$ cat src/rtl/multicycle_ctrl.sv
// -----------------------------------------------------------------------------
// multicycle_ctrl
//
// Purpose:
//   Multi-cycle control FSM for the PC/IM/RegFile/ALU/DM datapath. Each
//   instruction is walked through FETCH -> DECODE -> execute/memory states.
//   Memory states stall on mem_ready. A wait that exceeds TIMEOUT cycles halts
//   the machine with bus_err. An unsupported opcode halts it with illegal.
//   instr_done pulses on the last cycle of every retired instruction.
//
// Ports:
//   clk, rst_n     rising-edge clock, asynchronous active-low reset
//   opcode[5:0]    instruction[31:26]; only looked at in DECODE and MEM_ADDR
//   mem_ready      memory access completes this cycle
//   pc_write, pc_write_cond, pc_src[1:0]        PC update controls
//   ir_write, iord, mem_read, mem_write         memory / IR controls
//   mem_to_reg, reg_dst, reg_write              register-file writeback
//   alu_src_a, alu_src_b[1:0], alu_op[1:0]      ALU operand / op selects
//   instr_done     one-cycle pulse on the final cycle of an instruction
//   illegal        sticky: unsupported opcode / state encoding seen
//   bus_err        sticky: memory wait timed out
//   state[3:0]     current state encoding (debug)
// -----------------------------------------------------------------------------
module multicycle_ctrl #(
  parameter int TIMEOUT = 16,
  parameter int CNT_W   = 8
) (
  input  logic       clk,
  input  logic       rst_n,
  input  logic [5:0] opcode,
  input  logic       mem_ready,
  output logic       pc_write,
  output logic       pc_write_cond,
  output logic [1:0] pc_src,
  output logic       ir_write,
  output logic       iord,
  output logic       mem_read,
  output logic       mem_write,
  output logic       mem_to_reg,
  output logic       reg_dst,
  output logic       reg_write,
  output logic       alu_src_a,
  output logic [1:0] alu_src_b,
  output logic [1:0] alu_op,
  output logic       instr_done,
  output logic       illegal,
  output logic       bus_err,
  output logic [3:0] state
);

  typedef enum logic [3:0] {
    FETCH    = 4'd0,
    DECODE   = 4'd1,
    MEM_ADDR = 4'd2,
    MEM_RD   = 4'd3,
    MEM_WB   = 4'd4,
    MEM_WR   = 4'd5,
    R_EXEC   = 4'd6,
    R_WB     = 4'd7,
    BRANCH   = 4'd8,
    JUMP     = 4'd9,
    I_EXEC   = 4'd10,
    I_WB     = 4'd11,
    HALT     = 4'd15
  } state_t;

  localparam logic [5:0] OP_RTYPE = 6'h00;
  localparam logic [5:0] OP_LW    = 6'h23;
  localparam logic [5:0] OP_SW    = 6'h2B;
  localparam logic [5:0] OP_BEQ   = 6'h04;
  localparam logic [5:0] OP_J     = 6'h02;
  localparam logic [5:0] OP_ADDI  = 6'h08;

  localparam logic [CNT_W-1:0] CNT_LAST = CNT_W'(TIMEOUT - 1);
  localparam logic [CNT_W-1:0] CNT_MAX  = '1;

  state_t           cur_state;
  state_t           nxt_state;
  logic [CNT_W-1:0] wait_cnt;
  logic             in_wait;
  logic             timeout_hit;
  logic             set_illegal;
  logic             set_bus_err;

  assign state = cur_state;

  // Only FETCH, MEM_RD and MEM_WR wait on memory; the last allowed stall
  // cycle with mem_ready still low is the timeout.
  assign in_wait     = (cur_state == FETCH) || (cur_state == MEM_RD) ||
                       (cur_state == MEM_WR);
  assign timeout_hit = in_wait && !mem_ready && (wait_cnt == CNT_LAST);

  // Next-state decode and sticky-flag set requests.
  always_comb begin
    nxt_state   = cur_state;
    set_illegal = 1'b0;
    set_bus_err = 1'b0;
    case (cur_state)
      FETCH: begin
        if (mem_ready) begin
          nxt_state = DECODE;
        end else if (timeout_hit) begin
          nxt_state   = HALT;
          set_bus_err = 1'b1;
        end else begin
          nxt_state = FETCH;
        end
      end
      DECODE: begin
        case (opcode)
          OP_RTYPE:      nxt_state = R_EXEC;
          OP_LW, OP_SW:  nxt_state = MEM_ADDR;
          OP_BEQ:        nxt_state = BRANCH;
          OP_J:          nxt_state = JUMP;
          OP_ADDI:       nxt_state = I_EXEC;
          default: begin
            nxt_state   = HALT;
            set_illegal = 1'b1;
          end
        endcase
      end
      MEM_ADDR: begin
        // Opcode is re-sampled here; anything other than lw/sw is illegal.
        case (opcode)
          OP_LW:   nxt_state = MEM_RD;
          OP_SW:   nxt_state = MEM_WR;
          default: begin
            nxt_state   = HALT;
            set_illegal = 1'b1;
          end
        endcase
      end
      MEM_RD: begin
        if (mem_ready) begin
          nxt_state = MEM_WB;
        end else if (timeout_hit) begin
          nxt_state   = HALT;
          set_bus_err = 1'b1;
        end else begin
          nxt_state = MEM_RD;
        end
      end
      MEM_WR: begin
        if (mem_ready) begin
          nxt_state = FETCH;
        end else if (timeout_hit) begin
          nxt_state   = HALT;
          set_bus_err = 1'b1;
        end else begin
          nxt_state = MEM_WR;
        end
      end
      MEM_WB:  nxt_state = FETCH;
      R_EXEC:  nxt_state = R_WB;
      R_WB:    nxt_state = FETCH;
      BRANCH:  nxt_state = FETCH;
      JUMP:    nxt_state = FETCH;
      I_EXEC:  nxt_state = I_WB;
      I_WB:    nxt_state = FETCH;
      HALT:    nxt_state = HALT;
      default: begin
        nxt_state   = HALT;
        set_illegal = 1'b1;
      end
    endcase
  end

  // State register, wait counter and sticky error flags.
  always_ff @(posedge clk or negedge rst_n) begin
    if (!rst_n) begin
      cur_state <= FETCH;
      wait_cnt  <= '0;
      illegal   <= 1'b0;
      bus_err   <= 1'b0;
    end else begin
      cur_state <= nxt_state;
      // Counter restarts whenever the state changes, so each wait state
      // gets its own full TIMEOUT budget.
      if (nxt_state != cur_state) begin
        wait_cnt <= '0;
      end else if (in_wait && !mem_ready && (wait_cnt != CNT_MAX)) begin
        wait_cnt <= wait_cnt + {{(CNT_W-1){1'b0}}, 1'b1};
      end else begin
        wait_cnt <= wait_cnt;
      end
      illegal <= illegal | set_illegal;
      bus_err <= bus_err | set_bus_err;
    end
  end

  // Per-state control outputs; everything not driven by a state stays 0.
  always_comb begin
    pc_write      = 1'b0;
    pc_write_cond = 1'b0;
    pc_src        = 2'b00;
    ir_write      = 1'b0;
    iord          = 1'b0;
    mem_read      = 1'b0;
    mem_write     = 1'b0;
    mem_to_reg    = 1'b0;
    reg_dst       = 1'b0;
    reg_write     = 1'b0;
    alu_src_a     = 1'b0;
    alu_src_b     = 2'b00;
    alu_op        = 2'b00;
    instr_done    = 1'b0;
    case (cur_state)
      FETCH: begin
        mem_read  = 1'b1;
        alu_src_b = 2'b01;
        // Mealy loads, gated by rst_n so nothing is written while in reset.
        ir_write  = mem_ready & rst_n;
        pc_write  = mem_ready & rst_n;
      end
      DECODE: begin
        alu_src_b = 2'b11;
      end
      MEM_ADDR: begin
        alu_src_a = 1'b1;
        alu_src_b = 2'b10;
      end
      MEM_RD: begin
        mem_read = 1'b1;
        iord     = 1'b1;
      end
      MEM_WB: begin
        reg_write  = 1'b1;
        mem_to_reg = 1'b1;
        instr_done = 1'b1;
      end
      MEM_WR: begin
        mem_write  = 1'b1;
        iord       = 1'b1;
        instr_done = mem_ready;
      end
      R_EXEC: begin
        alu_src_a = 1'b1;
        alu_op    = 2'b10;
      end
      R_WB: begin
        reg_write  = 1'b1;
        reg_dst    = 1'b1;
        instr_done = 1'b1;
      end
      BRANCH: begin
        alu_src_a     = 1'b1;
        alu_op        = 2'b01;
        pc_write_cond = 1'b1;
        pc_src        = 2'b01;
        instr_done    = 1'b1;
      end
      JUMP: begin
        pc_write   = 1'b1;
        pc_src     = 2'b10;
        instr_done = 1'b1;
      end
      I_EXEC: begin
        alu_src_a = 1'b1;
        alu_src_b = 2'b10;
      end
      I_WB: begin
        reg_write  = 1'b1;
        instr_done = 1'b1;
      end
      default: begin
        pc_write = 1'b0;
      end
    endcase
  end

endmodule
$ cat config.mk
export PLATFORM = sky130hd
export DESIGN_NAME = multicycle_ctrl
export DESIGN_NICKNAME = d
export VERILOG_FILES = /design/src/rtl/multicycle_ctrl.sv
export SDC_FILE = /design/constraint.sdc
export NUM_CORES = 1
export LEC_CHECK = 0
export ABC_AREA = 1
export CELL_PAD_IN_SITES_DETAIL_PLACEMENT = 1
export CELL_PAD_IN_SITES_GLOBAL_PLACEMENT = 1
export CORE_UTILIZATION = 37
export CTS_CLUSTER_DIAMETER = 30
export DETAILED_ROUTE_END_ITERATION = 6
export PLACE_DENSITY = 0.95
export SYNTH_ARGS = -nofsm -noshare
export SYNTH_HDL_FRONTEND = slang
export SYNTH_SLANG_ARGS = --single-unit
$ cat constraint.sdc
create_clock -name clk -period 3.3 [get_ports clk]
set_clock_uncertainty 0.15 [all_clocks]
set_input_delay 0.495 -clock clk [delete_from_list [all_inputs] [get_ports clk]]
set_output_delay 0.495 -clock clk [all_outputs]
set_load 0.02 [all_outputs]
**Word-level counts from Yosys, hierarchy flattened**

Cells that the tools add are included.
Widths: inputs -> output; s select.

- Output and inout port bits: 23
- Memories kept: 0
- Register bits: 14
- RAM bits: 0
- Input port bits: 9
- Memory bits (read-only): 0
- Bits in latches: 0

- Bitwise operators: 3
- Equal/unequal tests: 20
- Divide/modulo/power cells: 0
- Add/sub/neg operators: 1
- $mul: 0
- Multiplexer cells: 31
- Reductions and logical operators: 19
- $lt $le $gt $ge: 0
- Shift-type cells: 0

Operator list:

| cell | number |
|---|---|
| $pmux 4 s8 | 1 |
| $mux 4 | 6 |
| $eq 4x4->1 const B | 5 |
| $pmux 4 s5 | 1 |
| $eq 4x3->1 const B | 4 |
| $mux 8 | 2 |
| $mux 1 | 14 |
| $eq 6x6->1 const B | 2 |
| $reduce_or 11->1 | 1 |
| $add 8x1->8 const B | 1 |
| $eq 4x2->1 const B | 2 |
| $eq 8x4->1 const B | 1 |
| $ne 8x8->1 const B | 1 |
| $pmux 2 s2 | 2 |
| $pmux 4 s2 | 1 |
| $reduce_or 2->1 | 4 |
| $eq 6x2->1 const B | 1 |
| $eq 6x3->1 const B | 1 |
| $eq 6x4->1 const B | 1 |
| $logic_not 6->1 | 1 |
| $pmux 2 s3 | 1 |
| $reduce_or 3->1 | 2 |
| $reduce_or 6->1 | 1 |
| $reduce_or 5->1 | 1 |
| 12 further kinds | 17 |

**Logic depth before layout (Yosys ltp)**

- Depth in word-level cells: 10
- Mapped depth: 14
- Gate-level depth less buffers: 14

**Least setup slack after synthesis**

No wires, ideal clock.

- Kind: register -> output
- From: register cur_state[3], in the netlist state[3]
- To: output instr_done
- Slack: 0.851 ns
- Stages on the path, launching flop included: 7
- Data required time: 2.655 ns
- Arrival time: 1.804 ns
- Cell sequence: dfrtp_1 -> inv_1 -> nor2_1 -> inv_1 -> o21ai_0 -> a21oi_1 -> o21ai_0

- Word-level cells in the longest chain between the ends: 3

Ends and longest elaborated chain:

| element | RTL line | RTL |
|---|---|---|
| from (decl) | 77 | `state_t cur_state;` |
| from (signal assigned) | 176 | `cur_state <= nxt_state;` |
| $eq 4x4->1 or $eq 4x3->1 (tied branches) | 207 | `case (cur_state)` |
| $reduce_or 5->1 (no line) | -- |  |
| $pmux 1 s2 * | 207 |  |
| to (decl) | 45 | `output logic instr_done,` |

Mark *: on every way between the ends. The rest lies on a longest branch, timed or not.

**Worst setup path in the final report**

Ends and elaborated chain as after synthesis.

==> run_results.csv <==
group,metric,value,unit
sta,hold_ws,0.3732,ns
sta,timing.fmax,338.3,MHz
global_route,globalRouteTotalUtil,23.55,%
hold_path,hold_path.class,"flop to flop",
power,switching_share,23.78,%
global_route,antenna_found_initial,0,
critical_path,slowest_stage,"clkdlybuf4s50_1",
sta,hold_viol_final,0,
floorplanning,core-area,3390,µm²
critical_path,cp_num_buf_inv,3,
yosys,synth_edf_count,0,
critical_path,crit_family,"buffers and inverters",
clock_network,post_cts_buffers,0,
critical_path,crit_path_max_incr_delay,0.63,ns
final_layout,area_growth,29.85,%
yosys,yosys_warnings,0,
power,combPwrFrac,9.6,%
global_route,grt-ovfl-total,0,
clock_network,hold_buffers,0,
sta,slew_viol_final,0,
route,detail_route.wl_per_cell,15.68,µm
yosys,syn_area,1329,µm²
clock_network,clock_latency,0.29,ns
critical_path,path_cells,"inv_1, nor2_1, inv_1, o21ai_0, a21oi_1, o21ai_0, clkdlybuf4s50_1",
route,avgViaCountPerCell,5.055,
route,dr.pass1.iters,4,
route,drc_errors,0,
clock_network,clk_pin_slew,0.10,ns
global_route,grt_pass1_wl,6.492,mm
placed_design,gp_congestion,0.8385,
sta,worst_slack,0.3443,ns
yosys,syn_inst,194,
floorplanning,rows,21,
yosys,async_flop_share,100.0,%
placed_design,io_buffers,31,
clock_network,cts.repair.resized,0,
yosys,ys.flop_type,"dfrtp_1",
critical_path,crit_type,"flop to primary output",
yosys,ys_seq_area_share,26.37,%
clock_network,numClockSinks,14,
final_layout,fin_nets,239,
power,vdd_drop_max,0.1106,mV
critical_path,end_kind,"primary output",
floorplanning,die_h,61.93,µm
final_layout,antenna-diode-count,0,
clock_network,cts_root_buffer,"clkbuf_4",
clock_network,clockBufferDepth,2,
critical_path,worstPathArrival,2.31,ns
clock_network,cts-htree-levels,1,
status,status,"completed",
global_route,grt_max_degree,15,
final_layout,final_cells,274,
sta,setup_viol,0,
placed_design,dp_cells,270,
floorplanning,initial_core_util,39.20,%
power,seqPwrFrac,52.0,%
power,clock_power_share,38.5,%
route,num_vias,1385,
flow_run,maxCapViolCount,0,
floorplanning,dieArea,3835,µm²
route,routed_wl,4.295,mm
sta,slew_headroom,71.52,%
final_layout,final_common_cell,"nand2_1",
yosys,synth_nets,204,
power,switchingPower,78.91,µW
placed_design,post-place-ws,0.5982,ns
power,power.density,192.3,nW/µm²
final_layout,mostFrequentLayoutCells,"nand2_1 (34), nor2_1 (31), clkdlybuf4s50_1 (31), inv_1 (24)",
critical_path,worstPathRequired,2.65,ns
clock_network,tritoncts,"done",
sta,worst_slew_pin_slew,0.4239,ns
sta,min_period,2.956,ns
yosys,synth.distinct_cells,29,
placed_design,dp_hpwl,3.468,mm
sta,rsz0062_at_grt,"false",
route,drt_iter0_markers,68,
power,power.internal,252.9,µW
sta,post-route-period-util,89.57,%
critical_path,start_kind,"flop",
final_layout,drive_gt1_share,23.25,%
clock_network,cts_buffers,3,
route,ant_nets,0,
yosys,syn_area_per_cell,6.849,µm²
yosys,ys_ff_latch,14,
power,p_leak,0.0008314,µW
global_route,grt_pass1_vias,1391,
floorplanning,io_pins,32,
floorplanning,chipWidth,61.93,µm
sta,tns,0,ns
critical_path,cp_max_fo,7,
==> sequential cells by signal, summed over array words and instances, names as in the netlist <==
register	count
wait_cnt	8
bus_err	1
state	4
illegal	1
==> layer usage <==
metal  share of wire, %  vias to the layer above  track usage [%]
li1                   -                      672                -
met1                 43                      661            26.54
met2                 52                       42            45.93
met3                2.8                       10            3.313
met4                1.8                        0            6.032
met5                  0                        -                0
==> cell usage after synthesis, types with 2 or more instances <==
library cell	number	share of area [%]
nand2_1	34	9.6
nor3_1	3	1.1
nand2_2	13	6.1
nor2_4	5	4.2
inv_2	5	1.4
nor2_2	12	5.6
o21ai_0	4	1.5
xnor2_1	4	2.6
nand3_1	14	5.3
dfrtp_1	14	26
inv_1	24	6.8
a21oi_1	2	0.75
nor2_1	31	8.8
o22ai_1	2	0.94
nand3_4	2	2.6
buf_4	2	1.1
nand2_4	4	3.4
nand3_2	3	2.3
nand4_1	4	1.9
xor2_1	3	2.0
==> layout make-up <==
cell class / count / area [µm²]
timing repair buffer: 32 / 317.8
tap: 46 / 57.56
clock buffer: 4 / 36.28
sequential: 14 / 350.3
inverter: 31 / 118.9
multi-input combinational: 147 / 844.6
fill: 456 / 1664
==> worst paths after layout <==
check,startpoint,cells past startpoint,endpoint,slack [ns]
max in group asynchronous,rst_n,2,state[1]$_DFF_PN0_,2.38
worst min-delay path,bus_err$_DFF_PN0_,2,bus_err$_DFF_PN0_,0.37
worst max-delay path,state[3]$_DFF_PN0_,7,instr_done,0.34
worst min register to register,bus_err$_DFF_PN0_,2,bus_err$_DFF_PN0_,0.37
min in group asynchronous,rst_n,2,bus_err$_DFF_PN0_,0.44
worst max register to register,state[0]$_DFF_PN0_,13,wait_cnt[7]$_DFFE_PN0P_,1.09
==> per-stage QoR <==
step | total power, µW | instance area (µm²) | utilization (%)
2_1_floorplan | 187.1 | 1329 | -
3_3_place_gp | 206.2 | 1689 | 49.83
3_5_place_dp | 207.5 | 1689 | 49.83
4_1_cts | 334.0 | 1725 | 50.90
5_1_grt | 342.8 | 1725 | 50.90
6_report | 331.9 | 1725 | 50.90
==> worst register-to-register path: cells and delay by family (launching register included) <==
kind / cells / cell delay (ns)
flops: 1 / 0.51
simple gates: 12 / 1.35
buf+inv: 1 / 0.13
==> power by group through the flow <==
stage	combinational [µW]	clock, µW	sequential (µW)
2_1_floorplan	10.5	0	177
3_3_place_gp	30.3	0	176
3_5_place_dp	31.8	0	176
4_1_cts	32.2	129	172
5_1_grt	35.4	135	173
6_report	31.7	128	172
==> cells by family after synthesis <==
logic type	synth area share [%]
simple gates	51.51
buf+inv	10.08
flops	26.37
compound gates	5.650
xor+xnor	4.614
mux	0.8474
fa+ha+maj	0.9415
Note: power is estimated with default switching activity, not from simulation.
